File: src/rtl/sdram_pkg.sv
// Shared definitions for the SDRAM burst arbiter: command encodings,
// command length width and the scheduler FSM state type.
package sdram_pkg;

    localparam int unsigned CMD_LEN_W = 9;
    localparam int unsigned STAT_W    = 16;

    localparam logic [1:0] CMD_WR  = 2'b00;
    localparam logic [1:0] CMD_RD  = 2'b01;
    localparam logic [1:0] CMD_REF = 2'b10;

    typedef enum logic [1:0] {
        ST_IDLE      = 2'd0,
        ST_ISSUE     = 2'd1,
        ST_WAIT_DONE = 2'd2
    } state_e;

endpackage

File: src/rtl/sdram_burst_arbiter_if.sv
// Command port between the burst arbiter (master) and the SDRAM command
// engine (slave).
interface sdram_burst_arbiter_if #(
    parameter int unsigned ADDR_W = 22
) ();
    import sdram_pkg::*;

    logic                 cmd_req;
    logic [1:0]           cmd_type;
    logic [ADDR_W-1:0]    cmd_addr;
    logic [CMD_LEN_W-1:0] cmd_len;
    logic                 cmd_ack;
    logic                 cmd_done;

    modport master (
        output cmd_req, cmd_type, cmd_addr, cmd_len,
        input  cmd_ack, cmd_done
    );

    modport slave (
        input  cmd_req, cmd_type, cmd_addr, cmd_len,
        output cmd_ack, cmd_done
    );

endinterface

File: src/rtl/sdram_ref_timer.sv
// Free-running refresh interval timer. Raises ref_pend at terminal count and
// flags a sticky ref_miss if the previous request was never serviced.
module sdram_ref_timer #(
    parameter int unsigned REF_PERIOD = 780
) (
    input  logic clk,
    input  logic rst_n,
    input  logic i_ref_clr,
    output logic o_ref_pend,
    output logic o_ref_miss
);

    localparam int unsigned CNT_W = (REF_PERIOD > 1) ? $clog2(REF_PERIOD) : 1;

    logic [CNT_W-1:0] r_cnt;
    logic             r_ref_pend;
    logic             r_ref_miss;
    logic             w_tc;

    assign w_tc       = (r_cnt == CNT_W'(REF_PERIOD - 1));
    assign o_ref_pend = r_ref_pend;
    assign o_ref_miss = r_ref_miss;

    // Counter wraps at REF_PERIOD-1; a new request wins over a same-cycle clear.
    always_ff @(posedge clk) begin
        if (!rst_n) begin
            r_cnt      <= '0;
            r_ref_pend <= 1'b0;
            r_ref_miss <= 1'b0;
        end else begin
            r_cnt <= w_tc ? '0 : r_cnt + CNT_W'(1);
            if (w_tc) begin
                r_ref_pend <= 1'b1;
            end else if (i_ref_clr) begin
                r_ref_pend <= 1'b0;
            end
            if (w_tc && r_ref_pend && !i_ref_clr) begin
                r_ref_miss <= 1'b1;
            end
        end
    end

endmodule

File: src/rtl/sdram_burst_arbiter.sv
// SDRAM command scheduler: picks refresh, write-FIFO drain or read-FIFO fill,
// issues one burst at a time and tracks wrapping linear write/read addresses.
// Optional saturating per-type command counters: define SDRAM_ARB_STATS_EN.
module sdram_burst_arbiter
    import sdram_pkg::*;
#(
    parameter int unsigned ADDR_W      = 22,
    parameter int unsigned BURST_LEN   = 8,
    parameter int unsigned USEDW_W     = 10,
    parameter int unsigned RFIFO_DEPTH = 512,
    parameter int unsigned REF_PERIOD  = 780
) (
    input  logic                   clk,
    input  logic                   rst_n,
    input  logic                   i_wr_enable,
    input  logic                   i_rd_enable,
    input  logic                   i_addr_clr,
    input  logic [USEDW_W-1:0]     i_wfifo_usedw,
    input  logic [USEDW_W-1:0]     i_rfifo_usedw,
    sdram_burst_arbiter_if.master  cmd_if,
    output logic                   o_busy,
    output logic                   o_ref_miss
`ifdef SDRAM_ARB_STATS_EN
    ,
    output logic [STAT_W-1:0]      o_stat_wr,
    output logic [STAT_W-1:0]      o_stat_rd,
    output logic [STAT_W-1:0]      o_stat_ref
`endif
);

    localparam logic [USEDW_W-1:0]   WR_THR    = USEDW_W'(BURST_LEN);
    localparam logic [USEDW_W-1:0]   RD_THR    = USEDW_W'(RFIFO_DEPTH - BURST_LEN);
    localparam logic [ADDR_W-1:0]    ADDR_STEP = ADDR_W'(BURST_LEN);
    localparam logic [CMD_LEN_W-1:0] DATA_LEN  = CMD_LEN_W'(BURST_LEN);

    state_e               r_state;
    state_e               w_state_nxt;
    logic                 w_load;
    logic                 w_acked;

    logic                 r_cmd_req;
    logic [1:0]           r_cmd_type;
    logic [ADDR_W-1:0]    r_cmd_addr;
    logic [CMD_LEN_W-1:0] r_cmd_len;
    logic                 r_busy;

    logic [ADDR_W-1:0]    r_wr_addr;
    logic [ADDR_W-1:0]    r_rd_addr;
    logic                 r_last_rd;
    logic                 r_inc_kill;

    logic                 w_ref_pend;
    logic                 w_ref_clr;
    logic                 w_wr_ok;
    logic                 w_rd_ok;
    logic                 w_any_ok;
    logic [1:0]           w_grant;

    assign cmd_if.cmd_req  = r_cmd_req;
    assign cmd_if.cmd_type = r_cmd_type;
    assign cmd_if.cmd_addr = r_cmd_addr;
    assign cmd_if.cmd_len  = r_cmd_len;
    assign o_busy          = r_busy;

    assign w_wr_ok   = i_wr_enable && (i_wfifo_usedw >= WR_THR);
    assign w_rd_ok   = i_rd_enable && (i_rfifo_usedw <= RD_THR);
    assign w_any_ok  = w_ref_pend || w_wr_ok || w_rd_ok;
    assign w_ref_clr = w_acked && (r_cmd_type == CMD_REF);

    sdram_ref_timer #(
        .REF_PERIOD (REF_PERIOD)
    ) u_ref_timer (
        .clk        (clk),
        .rst_n      (rst_n),
        .i_ref_clr  (w_ref_clr),
        .o_ref_pend (w_ref_pend),
        .o_ref_miss (o_ref_miss)
    );

    // Grant selection: refresh first, then round-robin between write and read.
    always_comb begin
        w_grant = CMD_RD;
        if (w_ref_pend) begin
            w_grant = CMD_REF;
        end else if (w_wr_ok && w_rd_ok) begin
            w_grant = r_last_rd ? CMD_WR : CMD_RD;
        end else if (w_wr_ok) begin
            w_grant = CMD_WR;
        end
    end

    // FSM state register.
    always_ff @(posedge clk) begin
        if (!rst_n) begin
            r_state <= ST_IDLE;
        end else begin
            r_state <= w_state_nxt;
        end
    end

    // FSM next state plus command load/accept strobes.
    always_comb begin
        w_state_nxt = r_state;
        w_load      = 1'b0;
        w_acked     = 1'b0;
        case (r_state)
            ST_IDLE: begin
                if (w_any_ok) begin
                    w_state_nxt = ST_ISSUE;
                    w_load      = 1'b1;
                end
            end
            ST_ISSUE: begin
                if (cmd_if.cmd_ack) begin
                    w_acked     = 1'b1;
                    w_state_nxt = cmd_if.cmd_done ? ST_IDLE : ST_WAIT_DONE;
                end
            end
            ST_WAIT_DONE: begin
                if (cmd_if.cmd_done) begin
                    w_state_nxt = ST_IDLE;
                end
            end
            default: w_state_nxt = ST_IDLE;
        endcase
    end

    // Registered command fields, held stable from load until ack.
    always_ff @(posedge clk) begin
        if (!rst_n) begin
            r_cmd_req  <= 1'b0;
            r_cmd_type <= CMD_WR;
            r_cmd_addr <= '0;
            r_cmd_len  <= '0;
            r_busy     <= 1'b0;
        end else begin
            r_busy <= (w_state_nxt != ST_IDLE);
            if (w_load) begin
                r_cmd_req  <= 1'b1;
                r_cmd_type <= w_grant;
                r_cmd_len  <= (w_grant == CMD_REF) ? '0 : DATA_LEN;
                case (w_grant)
                    CMD_WR:  r_cmd_addr <= r_wr_addr;
                    CMD_RD:  r_cmd_addr <= r_rd_addr;
                    default: r_cmd_addr <= '0;
                endcase
            end else if (w_acked) begin
                r_cmd_req <= 1'b0;
            end
        end
    end

    // Address counters and round-robin history; a clear during ISSUE also
    // cancels the increment that the eventual ack would have applied.
    always_ff @(posedge clk) begin
        if (!rst_n) begin
            r_wr_addr  <= '0;
            r_rd_addr  <= '0;
            r_last_rd  <= 1'b1;
            r_inc_kill <= 1'b0;
        end else begin
            r_inc_kill <= (r_state == ST_ISSUE) && !w_acked && (i_addr_clr || r_inc_kill);
            if (i_addr_clr) begin
                r_wr_addr <= '0;
                r_rd_addr <= '0;
            end else if (w_acked && !r_inc_kill) begin
                if (r_cmd_type == CMD_WR) begin
                    r_wr_addr <= r_wr_addr + ADDR_STEP;
                end
                if (r_cmd_type == CMD_RD) begin
                    r_rd_addr <= r_rd_addr + ADDR_STEP;
                end
            end
            if (w_acked && (r_cmd_type != CMD_REF)) begin
                r_last_rd <= (r_cmd_type == CMD_RD);
            end
        end
    end

`ifdef SDRAM_ARB_STATS_EN
    logic [STAT_W-1:0] r_stat_wr;
    logic [STAT_W-1:0] r_stat_rd;
    logic [STAT_W-1:0] r_stat_ref;

    assign o_stat_wr  = r_stat_wr;
    assign o_stat_rd  = r_stat_rd;
    assign o_stat_ref = r_stat_ref;

    // Saturating per-type counters of accepted commands.
    always_ff @(posedge clk) begin
        if (!rst_n) begin
            r_stat_wr  <= '0;
            r_stat_rd  <= '0;
            r_stat_ref <= '0;
        end else if (w_acked) begin
            if ((r_cmd_type == CMD_WR) && (r_stat_wr != '1)) begin
                r_stat_wr <= r_stat_wr + STAT_W'(1);
            end
            if ((r_cmd_type == CMD_RD) && (r_stat_rd != '1)) begin
                r_stat_rd <= r_stat_rd + STAT_W'(1);
            end
            if ((r_cmd_type == CMD_REF) && (r_stat_ref != '1)) begin
                r_stat_ref <= r_stat_ref + STAT_W'(1);
            end
        end
    end
`endif

endmodule
File: src/flat_wrapper.sv
// flat-port wrapper written by rule: the top's interface ports become plain ports
module sdram_burst_arbiter_flat import sdram_pkg::*;
#(
    parameter int unsigned ADDR_W      = 22,
    parameter int unsigned BURST_LEN   = 8,
    parameter int unsigned USEDW_W     = 10,
    parameter int unsigned RFIFO_DEPTH = 512,
    parameter int unsigned REF_PERIOD  = 780
)
  (clk, rst_n, i_wr_enable, i_rd_enable, i_addr_clr, i_wfifo_usedw, i_rfifo_usedw, o_busy, o_ref_miss, cmd_if_cmd_req, cmd_if_cmd_type, cmd_if_cmd_addr, cmd_if_cmd_len, cmd_if_cmd_ack, cmd_if_cmd_done);
  sdram_burst_arbiter_if #(.ADDR_W(ADDR_W)) cmd_if_i ();
  input  logic clk;
  input  logic rst_n;
  input  logic i_wr_enable;
  input  logic i_rd_enable;
  input  logic i_addr_clr;
  input  logic [USEDW_W-1:0] i_wfifo_usedw;
  input  logic [USEDW_W-1:0] i_rfifo_usedw;
  output logic o_busy;
  output logic o_ref_miss;
  output wire logic [$bits(cmd_if_i.cmd_req)-1:0] cmd_if_cmd_req;
  output wire logic [$bits(cmd_if_i.cmd_type)-1:0] cmd_if_cmd_type;
  output wire logic [$bits(cmd_if_i.cmd_addr)-1:0] cmd_if_cmd_addr;
  output wire logic [$bits(cmd_if_i.cmd_len)-1:0] cmd_if_cmd_len;
  input wire logic [$bits(cmd_if_i.cmd_ack)-1:0] cmd_if_cmd_ack;
  input wire logic [$bits(cmd_if_i.cmd_done)-1:0] cmd_if_cmd_done;
  assign cmd_if_cmd_req = cmd_if_i.cmd_req;
  assign cmd_if_cmd_type = cmd_if_i.cmd_type;
  assign cmd_if_cmd_addr = cmd_if_i.cmd_addr;
  assign cmd_if_cmd_len = cmd_if_i.cmd_len;
  assign cmd_if_i.cmd_ack = cmd_if_cmd_ack;
  assign cmd_if_i.cmd_done = cmd_if_cmd_done;
  sdram_burst_arbiter #(.ADDR_W(ADDR_W), .BURST_LEN(BURST_LEN), .USEDW_W(USEDW_W), .RFIFO_DEPTH(RFIFO_DEPTH), .REF_PERIOD(REF_PERIOD)) u_core (.clk(clk), .rst_n(rst_n), .i_wr_enable(i_wr_enable), .i_rd_enable(i_rd_enable), .i_addr_clr(i_addr_clr), .i_wfifo_usedw(i_wfifo_usedw), .i_rfifo_usedw(i_rfifo_usedw), .cmd_if(cmd_if_i), .o_busy(o_busy), .o_ref_miss(o_ref_miss));
endmodule
File: config.mk
export PLATFORM = sky130hd
export DESIGN_NAME = sdram_burst_arbiter_flat
export DESIGN_NICKNAME = d
export VERILOG_FILES = /design/src/rtl/sdram_pkg.sv /design/src/rtl/sdram_burst_arbiter_if.sv /design/src/rtl/sdram_ref_timer.sv /design/src/rtl/sdram_burst_arbiter.sv /design/src/flat_wrapper.sv
export SDC_FILE = /design/constraint.sdc
export NUM_CORES = 1
export LEC_CHECK = 0
export ABC_AREA = 1
export CAP_MARGIN = 10
export CORE_MARGIN = 3
export CORE_UTILIZATION = 59
export DETAILED_ROUTE_END_ITERATION = 10
export GPL_TIMING_DRIVEN = 0
export PLACE_DENSITY = 0.82
export SYNTH_ARGS = -nofsm -noshare
export SYNTH_HDL_FRONTEND = slang
export SYNTH_SLANG_ARGS = --single-unit
File: constraint.sdc
create_clock -name clk -period 3.25 [get_ports clk]
set_input_delay 0.4875 -clock clk [delete_from_list [all_inputs] [get_ports clk]]
set_output_delay 0.4875 -clock clk [all_outputs]
set_load 0.005 [all_outputs]
==> results of run 1 <==
## final timing paths
| check | startpoint | endpoint | slack (ps) | cells after the start |
|---|---|---|---|---|
| max reg2reg | u_core.r_wr_addr[3] | u_core.r_wr_addr[13] | 1430 | 8 |
| min reg2reg | u_core.cmd_if.cmd_len[3] | u_core.cmd_if.cmd_len[3] | 470 | 2 |
| max | u_core.r_wr_addr[3] | u_core.r_wr_addr[13] | 1430 | 8 |
| min | rst_n | u_core.r_state[1] | 450 | 3 |
## cell families after synthesis
| family | after synthesis | share of synthesized area [%] |
|---|---|---|
| buffers and inverters | 115 | 12.7 |
| xor gates and xnor gates | 5 | 1.03 |
| and+or+nand+nor | 377 | 40.2 |
| adders and majority gates | 3 | 0.882 |
| DFF | 78 | 36.7 |
| AOI/OAI and AO/OA | 69 | 8.46 |
| other | 1 | 0.0881 |
## metrics by stage
step	hold WS (ps)	std cells	cell area [um2]
floorplan	439	658	4300
CTS	443	816	5070
detailed placement	452	801	4890
finish	451	816	5070
global route	447	816	5070
global placement	439	801	4890
## synthesized netlist by cell type
cell type / number
o21ai_1: 3
conb_1: 1
a21oi_2: 1
nand3_4: 2
nor2_2: 7
inv_1: 80
a31oi_1: 3
buf_6: 4
o21bai_1: 2
and3_1: 1
nand2_2: 2
dfxtp_1: 78
inv_2: 1
o31ai_1: 1
buf_1: 1
xnor2_1: 3
nor3_1: 11
nand3_2: 1
nor3b_1: 2
nand4_4: 1
nand4_1: 29
nand3b_1: 2
clkbuf_1: 5
nand2_1: 171
nor4_1: 2
nand3_1: 39
or2_2: 1
buf_2: 5
buf_4: 19
nor2_4: 5
a21oi_1: 40
nor2_1: 99
ha_1: 3
xor2_1: 2
nor3_4: 2
o21ai_0: 19
## cells in the final DEF (no fill, tap or decap), types with 2 or more instances in the layout
| cell | n |
|---|---|
| clkinv_2 | 2 |
| nor2_4 | 5 |
| nor4_1 | 2 |
| dfxtp_1 | 78 |
| conb_1 | 11 |
| nand2_2 | 2 |
| nor2_2 | 7 |
| xnor2_1 | 3 |
| nand4_1 | 29 |
| nor2_1 | 99 |
| buf_6 | 4 |
| nand3_1 | 39 |
| clkbuf_1 | 6 |
| buf_4 | 19 |
| nand3b_1 | 2 |
| o21bai_1 | 2 |
| inv_1 | 80 |
| nand3_4 | 2 |
| nor3_4 | 2 |
| a31oi_1 | 3 |
| nor3b_1 | 2 |
| buf_2 | 5 |
| xor2_1 | 2 |
| nor3_1 | 11 |
| clkdlybuf4s50_1 | 47 |
| nand2_1 | 171 |
| clkbuf_8 | 10 |
| a21oi_1 | 40 |
| ha_1 | 3 |
| o21ai_0 | 19 |
| o21ai_1 | 3 |
## layer usage
layer | wire [um] | share of wire [%]
met1 | 4730 | 45
met2 | 4690 | 45
met3 | 726 | 7.0
met4 | 293 | 2.8
met5 | 0 | 0
## state kept, by name, indices dropped and copies added, names as in the netlist, 2 cells and up
signal / flops
u_core.r_state: 2
u_core.cmd_if.cmd_addr: 19
u_core.cmd_if.cmd_type: 2
u_core.u_ref_timer.r_cnt: 10
u_core.r_rd_addr: 19
u_core.r_wr_addr: 19
## power by group
| group | switching (uW) | internal, uW |
|---|---|---|
| Sequential | 23.2 | 993 |
| Clock | 349 | 370 |
| Combinational | 144 | 147 |
| Total | 517 | 1510 |
## layout make-up
type / count / area share [%]
Multi-Input combinational cell: 465 / 43.2
Sequential cell: 78 / 30.8
Timing Repair Buffer: 47 / 9.27
Inverter: 81 / 5.99
Buffer: 34 / 4.64
Clock buffer: 11 / 2.79
Tap cell: 96 / 2.37
Clock inverter: 4 / 0.937
## worst max-delay path: stages (launching register included)
cell and delay [ps]:
dfxtp_1 460, ha_1 240, nand2_1 70, nor2_1 310
nand2_1 200, nor2_2 160, nand3_1 110, o21ai_1 130
a21oi_1 50
==> qor.csv, run 1 <==
stage,metric,value,unit
run_status,outcome,finished clean,
finish,final_util,73.5,%
power_and_ir_drop,cellLeakagePower,0.00202,uW
grt,grt_use_total,25.4,%
finish,nets,746,
yosys,syn_area,0.00426,mm2
route,drt_first_iter_violations,276,
floorplan,dieHeight,91.0,um
route,ant_nets,0,
finish,syn2layout_area_growth,19.2,%
floorplan,row_count,30,
floorplan,coreArea,0.00691,mm2
critical_path,cp.arrival,2060,ps
placed_design,portBuffers,47,
power_and_ir_drop,ir_worst_vdd,262,uV
sta,skew,10.4,ps
finish,final_layout_size_suffix_gt1_share,9.03,%
yosys,ys_seq_elements,78,
clock_network,cts_root_buf,clkbuf_8,
sta,setup_slack,1430,ps
clock_network,cts_setup_buffers,0,
clock_network,cts.path.max_buffers,2,
route,vias_per_cell,5.18,
sta,hold_viol,0,
finish,regArea,0.00156,mm2
finish,fillCellCount,593,
finish,multiInputGateArea,0.00219,mm2
route,via_count,4227,
grt,grtUsageMet3,3.81,%
floorplan,die_w,91.0,um
sta,maxSlewViolCount,0,
yosys,synth_cell_types,36,
sta,setup_viol,0,
floorplan,dieArea,0.00827,mm2
yosys,synth_seq_area_share,36.7,%
sta,timing.fmax,0.548,GHz
grt,grtUsageMet2,39.5,%
finish,antenna_cells,0,
clock_network,post_cts_resized,0,
placed_design,place_worst_setup_slack,1170,ps
grt,grt_pass1_wl,17300,um
power_and_ir_drop,fin_total_pwr,2030,uW
critical_path,crit_fanout,5,
yosys,syn_avg_cell_area,6.57,um2
worst_hold_path,min_path_type,in -> reg,
route,firstDrtPassIters,5,
grt,grt_overflow_total,0,
sta,fin_crit_sh,56.1,%
grt,grt_pass1_vias,3709,
sta,rsz0062_at_grt,false,
run,maxCapViolCount,0,
grt,grt_max_degree,13,
grt,use_met1,35.2,%
yosys,yosysTopAreaCell,dfxtp_1,
critical_path,critical_path_class,reg -> reg,
yosys,synthCells,648,
critical_path,cp.required,3490,ps
route,drt_wl_total,10400,um
grt,antenna_found_initial,0,
critical_path,cp-end-kind,flip-flop,
clock_network,clk_pin_slew,80,ps
clock_network,cts_made_buffers,9,
sta,fin_crit,1820,ps
sta,setup_tns,0,ps
clock_network,clk-insertion-delay-late,350,ps
clock_network,cts_tree,built,
floorplan,start_util,61.6,%
power_and_ir_drop,power_density,399,mW/mm2
clock_network,hold_buffers,0,
clock_network,cts_sinks,78,
placed_design,place_congestion,0.917,
yosys,ys_warn_count,0,
grt,gr-max-usage-layer,met2,
yosys,synthTopCellsByArea,"dfxtp_1 37%, nand2_1 15%, nor2_1 8.7%, inv_1 7.1%, a21oi_1 4.7%",
floorplan,io_pins,63,
clock_network,htree_levels,3,
yosys,synth_top_area_share,36.7,%
route,drcViolationCount,0,
placed_design,place.detailed.hpwl,7970,um
critical_path,cp-start-kind,flip-flop,
route,post_drt_wl_per_cell,12.8,um
(Power assumes the default switching activity.)
==> run 2, diff against run 1 <==
--- a/config.mk
+++ b/config.mk
@@ -8,10 +8,10 @@
 export ABC_AREA = 1
 export CAP_MARGIN = 10
 export CORE_MARGIN = 3
-export CORE_UTILIZATION = 59
+export CORE_UTILIZATION = 55
 export DETAILED_ROUTE_END_ITERATION = 10
 export GPL_TIMING_DRIVEN = 0
-export PLACE_DENSITY = 0.82
+export PLACE_DENSITY = 0.77
 export SYNTH_ARGS = -nofsm -noshare
 export SYNTH_HDL_FRONTEND = slang
 export SYNTH_SLANG_ARGS = --single-unit
==> constraint.sdc (replaced) <==
create_clock -name clk -period 1.8 [get_ports clk]
set_input_delay 0.27 -clock clk [delete_from_list [all_inputs] [get_ports clk]]
set_output_delay 0.27 -clock clk [all_outputs]
set_load 0.005 [all_outputs]
==> qor.csv, run 2 (same netlist as run 1, synthesis figures left out) <==
stage,metric,value,unit,change
run_status,outcome,finished clean,,
sta,fin_crit,1650,ps,-177 ps
grt,grt_max_degree,14,,+1
sta,timing.fmax,0.607,GHz,+11%
route,drt_first_iter_violations,377,,+37%
finish,fillCellCount,688,,+16%
route,post_drt_wl_per_cell,12.6,um,-1.5%
finish,nets,746,,unchanged
sta,maxSlewViolCount,0,,unchanged
critical_path,worstRegToRegCells,8,,unchanged
clock_network,cts_tree,built,,
grt,antenna_found_initial,0,,unchanged
grt,grt_use_total,24.9,%,-0.47 points
route,met2_length,4660,um,-0.68%
floorplan,coreArea,0.00737,mm2,+6.7%
floorplan,dieArea,0.00883,mm2,+6.8%
critical_path,crit_fanout,5,,unchanged
clock_network,cts_setup_buffers,0,,unchanged
sta,setup_tns,0,ps,unchanged
finish,multiInputGateArea,0.00220,mm2,+0.46%
critical_path,cp-end-kind,flip-flop,,
finish,final_area,0.00510,mm2,+0.49%
run,maxCapViolCount,0,,unchanged
finish,antenna_cells,0,,unchanged
critical_path,cp-start-kind,flip-flop,,
route,wl_met1,4850,um,+2.6%
finish,syn2layout_area_growth,19.8,%,
critical_path,cp.required,2050,ps,-1440 ps
placed_design,place_congestion,0.992,,+8.2%
worst_hold_path,whs_path_depth,3,,unchanged
floorplan,start_util,57.8,%,-3.9 points
finish,final_cell_mix,"170 x nand2_1, 98 x nor2_1, 80 x inv_1",,
route,via_count,4224,,-0.071%
finish,final_common_cell,nand2_1,,
worst_hold_path,min_path_type,in -> reg,,
power_and_ir_drop,cellLeakagePower,0.00202,uW,about the same
sta,rsz0062_at_grt,false,,
placed_design,place.detailed.hpwl,8030,um,+0.84%
critical_path,reg2reg_slack,150,ps,-1270 ps
clock_network,cts_made_buffers,9,,unchanged
clock_network,clk_pin_slew,90,ps,about the same
route,ant_nets,0,,unchanged
sta,fin_crit_sh,91.5,%,+35 points
route,highest_layer,met4,,
route,vias_per_cell,5.15,,-0.56%
clock_network,clk-insertion-delay-late,350,ps,about the same
floorplan,row_count,31,,+3.3%
clock_network,post_cts_resized,0,,unchanged
route,wl_met3,649,um,-11%
floorplan,dieHeight,94.0,um,+3.3%
finish,final_layout_size_suffix_gt1_share,9.57,%,+0.54 points
placed_design,post_dp_cell_area,0.00489,mm2,about the same
clock_network,htree_levels,3,,unchanged
route,drcViolationCount,0,,unchanged
grt,grt_overflow_total,0,,unchanged
grt,grt_pass1_vias,3701,,-0.22%
route,drt_wl_total,10300,um,-1.0%
critical_path,cp.arrival,1900,ps,-160 ps
floorplan,io_pins,63,,unchanged
route,firstDrtPassIters,5,,unchanged
finish,regArea,0.00156,mm2,unchanged
floorplan,die_w,94.0,um,+3.3%
clock_network,cts_sinks,78,,unchanged
power_and_ir_drop,power_density,723,mW/mm2,+81%
sta,hold_viol,0,,unchanged
clock_network,cts.path.max_buffers,2,,unchanged
sta,skew,12.1,ps,+1.67 ps
critical_path,critical_path_class,reg -> reg,,
placed_design,portBuffers,47,,unchanged
clock_network,hold_buffers,0,,unchanged
power_and_ir_drop,ir_worst_vdd,555,uV,+110%
sta,setup_viol,0,,unchanged
clock_network,cts_root_buf,clkbuf_8,,
grt,grt_pass1_wl,17300,um,+0.24%
-- run 2: worst max-delay path, stage by stage, from the launching register on --
cell     delay (ps)
dfxtp_1         450
ha_1            260
inv_1            90
nor2_1          140
inv_1            80
nor2_2          210
nand4_1         140
o21ai_1         140
nor2_1           50
-- run 2: final timing paths --
| kind | end | startpoint |
|---|---|---|
| worst min-delay path | u_core.cmd_if.cmd_len[3] | rst_n |
| worst min register to register | u_core.cmd_if.cmd_len[3] | u_core.cmd_if.cmd_len[3] |
| worst max-delay path | u_core.r_rd_addr[13] | u_core.r_rd_addr[3] |
| worst max register to register | u_core.r_rd_addr[13] | u_core.r_rd_addr[3] |
-- run 2: final cells by class --
| cell class | count | share of cell area, % |
|---|---|---|
| clock inverter | 5 | 1.15 |
| sequential | 78 | 30.6 |
| timing repair buffer | 47 | 9.22 |
| inverter | 81 | 5.96 |
| multi-input combinational | 465 | 43.2 |
| tap | 99 | 2.43 |
| buffer | 34 | 4.61 |
| clock buffer | 11 | 2.77 |
-- run 2: where the power goes --
| group | total [uW] | internal, uW | switching, uW | leakage, uW |
|---|---|---|---|---|
| clock | 1330 | 679 | 651 | 0.0000955 |
| sequential | 1830 | 1790 | 40.4 | 0.000634 |
| combinational | 523 | 265 | 258 | 0.00129 |
-- run 2: through the flow --
stage	instances	power (uW)	setup WS, ps	utilization [%]	hold slack [ps]
finish	820	3690	152	69.2	216
global route	820	3870	5.87	69.2	223
CTS	820	3710	116	69.1	212
detailed placement	804	2400	-123	66.3	436
global placement	804	2390	-91.5	66.3	438
floorplan	658	2170	371	-	348
-- run 2: routing by layer --
metal	up-vias	global-route usage (%)
met3	17	3.77
met4	0	8.78
met5	-	0
met1	1888	34.6
met2	143	39.2
li1	2176	-
==> run 3, diff against run 2 <==
--- a/config.mk
+++ b/config.mk
@@ -5,13 +5,12 @@
 export SDC_FILE = /design/constraint.sdc
 export NUM_CORES = 1
 export LEC_CHECK = 0
-export ABC_AREA = 1
 export CAP_MARGIN = 10
-export CORE_MARGIN = 3
-export CORE_UTILIZATION = 55
+export CORE_MARGIN = 2
+export CORE_UTILIZATION = 53
 export DETAILED_ROUTE_END_ITERATION = 10
 export GPL_TIMING_DRIVEN = 0
-export PLACE_DENSITY = 0.77
+export PLACE_DENSITY = 0.76
 export SYNTH_ARGS = -nofsm -noshare
 export SYNTH_HDL_FRONTEND = slang
 export SYNTH_SLANG_ARGS = --single-unit
==> qor.csv, run 3 <==
stage,metric,value,unit,change
power_and_ir_drop,pwr-share-seq,49.4,%,-0.3 points
power_and_ir_drop,p_comb_share,14.6,%,+0.4 points
power_and_ir_drop,ir_worst_vdd,413,uV,-25%
route,met2_length,5460,um,+17%
route,highest_layer,met4,,
placed_design,place_worst_setup_slack,-663,ps,-540 ps
yosys,syn_area,0.00378,mm2,-11%
placed_design,place_congestion,0.873,,-12%
run,maxCapViolCount,0,,unchanged
yosys,synth_cell_types,50,,+39%
finish,nets,559,,-25%
finish,syn2layout_area_growth,37.0,%,
critical_path,cp.required,2020,ps,-30 ps
floorplan,io_pins,63,,unchanged
route,via_count,3819,,-9.6%
finish,final_area,0.00518,mm2,+1.7%
yosys,ys_seq_elements,78,,unchanged
grt,antenna_found_initial,0,,unchanged
yosys,ys_warn_count,0,,unchanged
floorplan,dieHeight,88.5,um,-5.8%
clock_network,hold_buffers,0,,unchanged
route,drt_first_iter_violations,292,,-23%
yosys,postSynth.asyncResetShare,0,%,unchanged
power_and_ir_drop,fin_total_pwr,3720,uW,+0.81%
finish,final_cell_mix,"62 x dfxtp_1, 42 x clkdlybuf4s50_1, 30 x buf_4",,
clock_network,cts_root_buf,clkbuf_8,,
placed_design,place.detailed.hpwl,7010,um,-13%
floorplan,dieArea,0.00783,mm2,-11%
sta,worst_slew_pin_slew,576,ps,
power_and_ir_drop,power.internal,2740,uW,about the same
route,post_drt_wl_per_cell,17.5,um,+39%
route,ant_nets,0,,unchanged
finish,antenna_cells,0,,unchanged
finish,final_layout_size_suffix_gt1_share,27.5,%,+18 points
yosys,synthTopCellsByArea,"dfxtp_1 41%, o31ai_1 6.1%, nand3_1 4.8%, o21ai_0 3.3%, or4_1 3.2%",,
sta,fin_crit_sh,102,%,+10 points
clock_network,cts.path.max_buffers,2,,unchanged
clock_network,clk_pin_slew,80,ps,about the same
clock_network,htree_levels,3,,unchanged
grt,grt_pass1_vias,3508,,-5.2%
run_status,violations,setup timing,,
floorplan,coreArea,0.00687,mm2,-6.8%
yosys,yosysMostFrequentCell,dfxtp_1,,
sta,skew,11.2,ps,-0.884 ps
yosys,synthTopCellsByCount,"78 x dfxtp_1, 36 x nand3_1, 31 x nor2_1, 31 x o31ai_1, 25 x o21ai_0",,
power_and_ir_drop,power_density,717,mW/mm2,-0.85%
critical_path,critical_path_class,reg -> reg,,
power_and_ir_drop,p_switching,981,uW,+3.2%
sta,maxSlewViolCount,0,,unchanged
yosys,synthCells,441,,-32%
yosys,synth-edff-count,0,,unchanged
route,wl_met3,799,um,+23%
route,drcViolationCount,0,,unchanged
grt,grt_max_degree,14,,unchanged
critical_path,crit_fanout,7,,+2
sta,setup_viol,5,,+5
sta,rsz0062_at_grt,true,,
clock_network,clk-insertion-delay-late,350,ps,about the same
grt,grt_use_total,27.1,%,+2.3 points
grt,grt_overflow_total,0,,unchanged
floorplan,row_count,30,,-3.2%
sta,setup_tns,-63.6,ps,-63.6 ps
finish,final_common_cell,dfxtp_1,,
clock_network,cts_made_buffers,9,,unchanged
route,firstDrtPassIters,4,,-1
sta,slew_headroom,61.6,%,
critical_path,cp-start-kind,flip-flop,,
yosys,synthFlopType,dfxtp_1,,
route,drt_wl_total,11000,um,+6.8%
yosys,syn_avg_cell_area,8.58,um2,+31%
critical_path,cp-end-kind,flip-flop,,
clock_network,cts_tree,built,,
worst_hold_path,min_path_type,in -> reg,,
placed_design,portBuffers,47,,unchanged
sta,timing.fmax,0.546,GHz,-10%
route,wl_met1,4610,um,-4.9%
grt,grt_pass1_wl,16500,um,-4.7%
floorplan,die_w,88.5,um,-5.8%
sta,setup_slack,-31.2,ps,-184 ps
clock_network,cts_sinks,78,,unchanged
sta,fin_crit,1830,ps,+184 ps
power_and_ir_drop,switching_share,26.4,%,+0.62 points
yosys,synth_top_area_share,41.3,%,+4.6 points
sta,hold_viol,0,,unchanged
yosys,synth_seq_area_share,41.3,%,+4.6 points
sta,holdWs,341,ps,+125 ps
critical_path,cp.arrival,2050,ps,+150 ps
yosys,yosysTopAreaCell,dfxtp_1,,
route,vias_per_cell,6.06,,+18%
power_and_ir_drop,pwr-share-clk,36.0,%,about the same
run_status,outcome,finished with violations,,
floorplan,start_util,55.1,%,-2.7 points
placed_design,post_dp_cell_area,0.00442,mm2,-9.7%
power_and_ir_drop,cellLeakagePower,0.00174,uW,-14%
[run 3: changes by cell type after synthesis, moves of 16 or more]
cell	delta
a21oi_1	-22
a31oi_1	+16
clkbuf_1	+19
inv_1	-75
nand2_1	-150
nor2_1	-68
o31ai_1	+30
or4_1	+16
[run 3: area by class of cell]
cell class / count / area [um2]
multi-input cells: 328 / 2350
fillers: 501 / 1680
flip-flops and latches: 78 / 1600
repair buffers: 71 / 649
plain buffers: 35 / 238
clock buffers: 10 / 138
well taps: 96 / 120
clock inverters: 6 / 61.3
inverters: 6 / 22.5
[run 3: through the flow]
stage | std cells | util (%)
6_report | 630 | 75.5
5_1_grt | 630 | 75.5
4_1_cts | 624 | 71.4
3_5_place_dp | 594 | 64.3
3_3_place_gp | 594 | 64.3
2_1_floorplan | 451 | -
[run 3: path summary, 6_finish.rpt]
kind	start	endpoint	slack, ps	cells past startpoint
hold / removal	rst_n	u_core.cmd_if.cmd_addr[3]	340	3
hold reg to reg	u_core.u_ref_timer.r_cnt[0]	u_core.u_ref_timer.r_cnt[0]	480	1
setup / recovery	u_core.r_state[1]	u_core.r_rd_addr[15]	-30	6
setup reg to reg	u_core.r_state[1]	u_core.r_rd_addr[15]	-30	6
[run 3: cells by family (layout without fill, tap and decap cells)]
kind of cell	count (synthesis)	in the layout	synth area share (%)
xor gates and xnor gates	22	22	5.09
and+or+nand+nor	174	174	25.5
DFF	78	78	41.3
AOI/OAI and AO/OA	114	114	20.0
adders and majority gates	3	3	0.992
muxes	4	4	1.06
other	1	11	0.0991
buffers and inverters	45	128	6.02
[run 3: timing repair]
action | CTS | global route
pin swaps | 25 | 16
gates resized for setup | 60 | 77
cloned | 3 | 1
setup buffers | 13 | 8
setup endpoints to repair | 40 | 52
endpoints found under the hold margin | 0 | 0
[run 3: worst max-delay path, cell delays in order (launching register included)]
cell       delay (ps)
dfxtp_4           360
nand4bb_4         270
or3_4             390
buf_6             150
buf_4             140
o31ai_1           300
a21oi_2           100
[run 3: per-layer routing]
metal / global-route usage (%) / vias to the layer above
met4: 8.82 / 0
met2: 45.7 / 159
li1: - / 1817
met1: 33.1 / 1823
met5: 0 / -
met3: 8.49 / 20
[run 3: power by group through the flow]
stage                     logic [uW]  registers [uW]  clock network, uW
after floorplan                  225            1870                  0
after global placement           429            1870                  0
after detailed placement         436            1880                  0
after CTS                        492            1840               1340
after global routing             578            1840               1410
final                            541            1840               1340
